## config.mk

```make
export PLATFORM = sky130hd
export DESIGN_NAME = biquad_sequencer
export DESIGN_NICKNAME = d
export VERILOG_FILES = /design/src/rtl/biquad_sequencer.sv
export SDC_FILE = /design/constraint.sdc
export NUM_CORES = 2
export LEC_CHECK = 0
export CAP_MARGIN = 20
export CORE_ASPECT_RATIO = 0.7
export CORE_UTILIZATION = 60
export CTS_BUF_LIST = sky130_fd_sc_hd__clkbuf_4 sky130_fd_sc_hd__clkbuf_8
export DETAILED_ROUTE_END_ITERATION = 10
export PLACE_DENSITY = 0.79
export REMOVE_ABC_BUFFERS = 1
export SKIP_LAST_GASP = 1
export SLEW_MARGIN = 40
export SYNTH_ARGS = -nofsm -noshare
export SYNTH_HDL_FRONTEND = slang
export SYNTH_SLANG_ARGS = --single-unit
```

## constraint.sdc

```tcl
create_clock -name clk -period 8.9 [get_ports clk]
set_input_delay 1.335 -clock clk [delete_from_list [all_inputs] [get_ports clk]]
set_output_delay 1.335 -clock clk [all_outputs]
set_load 0.02 [all_outputs]
```

## src/rtl/biquad_sequencer.sv

```systemverilog
// Cascade of NSEC direct-form-I biquads evaluated on one shared multiply-accumulate,
// five taps per section followed by a saturating update cycle.
module biquad_sequencer #(
  parameter int NSEC = 2,
  parameter int CW   = 32,
  parameter int FRAC = 30,
  parameter int AW   = 4
) (
  input  logic                 clk,
  input  logic                 reset_n,
  input  logic signed [15:0]   sample_in,
  input  logic                 sample_valid,
  input  logic                 filter_en,
  input  logic                 coef_we,
  input  logic [AW-1:0]        coef_addr,
  input  logic signed [CW-1:0] coef_wdata,
  output logic                 coef_ready,
  input  logic                 overrun_clr,
  output logic signed [15:0]   sample_out,
  output logic                 out_valid,
  output logic                 busy,
  output logic                 overrun
);

  localparam int NCOEF = 5 * NSEC;
  localparam int SW    = (NSEC > 1) ? $clog2(NSEC) : 1;
  localparam int PW    = 16 + CW;
  localparam int ACCW  = PW + 3;
  localparam logic signed [CW-1:0] COEF_ONE = CW'(1) << FRAC;

  typedef enum logic [1:0] {S_IDLE, S_MAC, S_UPDATE} state_t;

  state_t                r_state, w_next;
  logic [SW-1:0]         r_sec;
  logic [2:0]            r_tap;
  logic signed [CW-1:0]  r_coef [NCOEF];
  logic signed [15:0]    r_x1 [NSEC];
  logic signed [15:0]    r_x2 [NSEC];
  logic signed [15:0]    r_y1 [NSEC];
  logic signed [15:0]    r_y2 [NSEC];
  logic signed [15:0]    r_x0;
  logic signed [ACCW-1:0] r_acc;

  logic                  w_last_tap, w_last_sec, w_coef_wr;
  logic [AW-1:0]         w_cidx;
  logic signed [15:0]    w_opnd;
  logic signed [PW-1:0]  w_prod;
  logic signed [ACCW-1:0] w_sh;
  logic signed [15:0]    w_y;

  function automatic logic signed [15:0] sat16(input logic signed [ACCW-1:0] v);
    logic signed [ACCW-1:0] hi, lo;
    hi = ACCW'(32767);
    lo = -ACCW'(32768);
    if (v > hi)      sat16 = 16'sh7FFF;
    else if (v < lo) sat16 = 16'sh8000;
    else             sat16 = v[15:0];
  endfunction

  assign w_last_tap = (r_tap == 3'd4);
  assign w_last_sec = (r_sec == SW'(NSEC - 1));
  assign w_coef_wr  = coef_we && !busy && (32'(coef_addr) < NCOEF);
  assign w_cidx     = AW'(r_sec) * AW'(5) + AW'(r_tap);
  assign w_prod     = PW'(w_opnd) * PW'(r_coef[w_cidx]);
  assign w_sh       = r_acc >>> FRAC;
  assign w_y        = sat16(w_sh);

  // Tap order x0, x1, x2, y1, y2; feedback coefficients are stored pre-negated.
  always_comb begin
    w_opnd = r_x0;
    case (r_tap)
      3'd1:    w_opnd = r_x1[r_sec];
      3'd2:    w_opnd = r_x2[r_sec];
      3'd3:    w_opnd = r_y1[r_sec];
      3'd4:    w_opnd = r_y2[r_sec];
      default: w_opnd = r_x0;
    endcase
  end

  always_ff @(posedge clk or negedge reset_n) begin
    if (!reset_n) r_state <= S_IDLE;
    else          r_state <= w_next;
  end

  always_comb begin
    w_next = r_state;
    case (r_state)
      S_IDLE:   if (sample_valid && filter_en) w_next = S_MAC;
      S_MAC:    if (w_last_tap) w_next = S_UPDATE;
      S_UPDATE: w_next = w_last_sec ? S_IDLE : S_MAC;
      default:  w_next = S_IDLE;
    endcase
  end

  always_comb begin
    busy       = (r_state != S_IDLE);
    coef_ready = !busy;
  end

  always_ff @(posedge clk or negedge reset_n) begin
    if (!reset_n) begin
      r_sec      <= '0;
      r_tap      <= '0;
      sample_out <= '0;
      out_valid  <= 1'b0;
      overrun    <= 1'b0;
      for (int i = 0; i < NCOEF; i++) r_coef[i] <= (i % 5 == 0) ? COEF_ONE : '0;
      for (int s = 0; s < NSEC; s++) begin
        r_x1[s] <= '0;
        r_x2[s] <= '0;
        r_y1[s] <= '0;
        r_y2[s] <= '0;
      end
    end else begin
      out_valid <= 1'b0;
      if (sample_valid && busy) overrun <= 1'b1;
      else if (overrun_clr)     overrun <= 1'b0;
      if (w_coef_wr) r_coef[coef_addr] <= coef_wdata;
      case (r_state)
        S_IDLE: begin
          if (sample_valid) begin
            if (filter_en) begin
              r_sec <= '0;
              r_tap <= '0;
            end else begin
              sample_out <= sample_in;
              out_valid  <= 1'b1;
            end
          end
        end
        S_MAC: if (!w_last_tap) r_tap <= r_tap + 3'd1;
        S_UPDATE: begin
          r_x2[r_sec] <= r_x1[r_sec];
          r_x1[r_sec] <= r_x0;
          r_y2[r_sec] <= r_y1[r_sec];
          r_y1[r_sec] <= w_y;
          r_tap       <= '0;
          if (!w_last_sec) begin
            r_sec <= r_sec + SW'(1);
          end else begin
            sample_out <= w_y;
            out_valid  <= 1'b1;
          end
        end
        default: ;
      endcase
    end
  end

  // Section input and accumulator are fully rewritten before use, so they carry no reset.
  always_ff @(posedge clk) begin
    case (r_state)
      S_IDLE: begin
        if (sample_valid && filter_en) begin
          r_x0  <= sample_in;
          r_acc <= '0;
        end
      end
      S_MAC:    r_acc <= r_acc + ACCW'(w_prod);
      S_UPDATE: begin
        r_x0  <= w_y;
        r_acc <= '0;
      end
      default: ;
    endcase
  end

endmodule

```

==> out/qor.yml <==
status: "finished clean"
ys_seq_area_share_pct: 31.9
pre_cts_slack_ns: 0.234
synth_fa_ha_area_share_pct: 29.5
syn_inst: 3878
cp_data_arrival_time_ns: 9.13
clock_sinks: 539
yosysTopAreaCell: "dfrtp_1"
rows: 82
htree_levels: 3
grt_setup_unrepaired: "no"
crit_fanout: 20
setup_violations: 0
drv_cap: 0
cp.required_ns: 9.38
nFillCells: 5317
dpl.hpwl_um: 76800
async_flop_share_pct: 87.6
finalCriticalPeriod_ns: 8.65
clockRootBuffer: "clkbuf_8"
dp.cells: 4787
yosys_warnings: 0
setup_ws_ns: 0.250
numCtsBuffers: 83
synth_edf_count: 67
synthSimpleGateAreaFrac_pct: 7.39
min_path_type: "reg -> reg"
drive_above_1_share_pct: 21.1
io_buffers: 77
cts_max_path_buffers: 3
path_class: "reg -> reg"
path_clk_slew_ns: 0.08
cts_tree: "done"
final_antenna_net_count: 0
overflow: 0
grt_usage_pct: 29.8
grt_max_degree: 110
yosys.area.top_type_share_pct: 27.1
die_area_sq_um: 73400
synth_seq_cells: 539
syn-cell-area_sq_um: 43400
synth_xor_area_share_pct: 1.01
die-height_um: 227
slowest_stage: "dfrtp_4"
ys.flop_type: "dfrtp_1"
critPathLaunchType: "flop"
synth_area_leaders: "dfrtp_1 27%, fa_1 25%, mux2_2 12%"
max_slew_margin_pct: 39.7
crit_top_cell: "fa_1"
clkLatencyLatePin_ns: 0.72
antenna_found_initial: 1
areaGrowthSynthToFinish_pct: 9.31
r2r-end: "r_acc[46]$_SDFFCE_PN0P_"
dr.pass1.iters: 8
maxSlewViolCount: 0
core_area_sq_um: 71500
synth_compound_area_share_pct: 5.40
syn_area_per_cell_sq_um: 11.2
synth.mux.area_fraction_pct: 17.3
ctsHoldBuffers: 0
synth_top_family_by_area: "adder cells"
fin_skew_ns: 0.0353
wl_per_cell_um: 20.7
synth_cell_types: 73
pin_count: 78
min_delay_path_depth: 1
end_kind: "flop"
r2r_start: "r_sec$_DFFE_PN0P_"
fmax_ghz: 0.116
start_util_pct: 60.6
wirelength_um: 103000
holdPathEnd: "r_coef[106]$_DFFE_PN0P_"
finalHoldViolCount: 0
worst-r2r-setup-slack_ns: 0.25
layout.nets: 4660
post-route-period-util_pct: 97.2
diodes: 0
hp-start: "r_coef[106]$_DFFE_PN0P_"
ff2ff_path_depth: 28
instances_no_fill: 4944
grt_pass1_wl_um: 169000
viasPerCell: 5.80
die_w_um: 323
vias: 28700
drtIter0Drc: 2567
max_stage_delay_ns: 0.59
drc: 0
worst_pin_slew_ns: 0.904
grt_pass1_vias: 30700
globalplace.congestion: 0.961
flip-flops by register name (all words and copies together) (netlist names):
register	cells
r_x0	16
out_valid	1
overrun	1
r_coef	320
r_y1	32
r_x2	32
sample_out	16
r_x1	32
r_sec	1
r_tap	3
r_acc	51
r_state	2
r_y2	32
per-layer routing:
metal / vias up / share of wire, % / track usage [%]
met1: 14800 / 43 / 43.6
met5: - / 0.21 / 2.09
met4: 2 / 2.2 / 7.77
met2: 1151 / 45 / 44.8
li1: 12600 / - / -
met3: 177 / 9.1 / 6.96
cell usage after synthesis, types with 13 or more instances:
| cell type | instances |
|---|---|
| buf_2 | 77 |
| o22ai_1 | 47 |
| buf_1 | 44 |
| nand2b_1 | 13 |
| o21ai_0 | 62 |
| nand2_1 | 297 |
| edfxtp_1 | 67 |
| inv_1 | 609 |
| mux2i_1 | 105 |
| mux2_2 | 444 |
| nor3_1 | 16 |
| clkbuf_1 | 102 |
| dfrtp_1 | 470 |
| a21o_1 | 22 |
| mux4_2 | 64 |
| xor2_1 | 20 |
| o22a_1 | 28 |
| xnor2_1 | 30 |
| nor2_1 | 401 |
| a21oi_1 | 89 |
| ha_1 | 144 |
| fa_1 | 550 |
layout by cell type (no fill, tap or decap), types with 7 or more instances in the layout:
cell               n
o22ai_1           43
buf_12             9
inv_1            609
clkdlybuf4s50_1   76
a21oi_2            8
o21ai_0           57
mux4_2            64
nand3_1           10
mux2_2           444
o22a_2             8
a22oi_1           12
a21oi_1           84
a221oi_1          12
clkbuf_4          25
clkbuf_8         106
clkinv_2           9
o21ai_2            7
nor3_1            14
mux2i_1          101
buf_4             79
ha_1             140
nand2b_1          12
a211oi_1          11
o22a_1            20
edfxtp_1          67
xor2_1            19
xnor2_1           30
nand4_1            8
dfrtp_1          469
o21bai_1           8
a21o_1            22
nand2_1          295
nor2_1           398
fa_1             549
and2_1             9
critical path: cells and delay by family, from the launching register on:
| family | cells | cell delay [ns] |
|---|---|---|
| flops | 1 | 0.59 |
| simple gates | 2 | 0.16 |
| compound gates | 8 | 1.95 |
| mux | 3 | 0.99 |
| buf+inv | 6 | 0.65 |
| fa+ha+maj | 9 | 4.02 |
through the flow:
stage               instance area, sq um  TNS [ns]  hold slack (ns)  util (%)
floorplan                          42400   -120.49            0.462         -
global placement                   45400         0            0.481      63.5
detailed placement                 45500         0            0.488      63.6
CTS                                47300         0            0.501      66.2
global route                       47400         0            0.507      66.3
finish                             47400         0            0.500      66.3
area by class of cell:
type	instances	area (sq um)	area share, %
Multi-Input combinational cell	2503	26600	56.0
Tap cell	966	1210	2.55
Inverter	610	2290	4.83
Clock inverter	25	235	0.496
Sequential cell	539	13800	29.2
Timing Repair Buffer	171	1650	3.47
Clock buffer	130	1630	3.44
logic make-up after synthesis:
group | Yosys count
buf+inv | 836
flops | 539
compound gates | 356
simple gates | 790
xor+xnor | 50
fa+ha+maj | 694
mux | 613
what timing repair did:
item | CTS | global route
resized for setup | 0 | 17
endpoints found under the setup margin | 0 | 16
buffers inserted | 0 | 1
worst max-delay path by stage:
stage	startpoint	slack [ns]	to	depth (start not counted)
floorplan	r_sec$_DFFE_PN0P_	-3.21	r_acc[47]$_SDFFCE_PN0P_	26
global placement	r_tap[0]$_DFFE_PN0P_	0.30	r_acc[46]$_SDFFCE_PN0P_	30
detailed placement	r_sec$_DFFE_PN0P_	0.23	r_acc[46]$_SDFFCE_PN0P_	27
CTS	r_sec$_DFFE_PN0P_	0.21	r_acc[46]$_SDFFCE_PN0P_	27
global route	r_sec$_DFFE_PN0P_	0.003	r_acc[43]$_SDFFCE_PN0P_	27
finish	r_sec$_DFFE_PN0P_	0.25	r_acc[46]$_SDFFCE_PN0P_	28
Power is left out: the tool's default activity adds up to more than one toggle a clock period on the data nets, which glitch-free logic cannot reach.
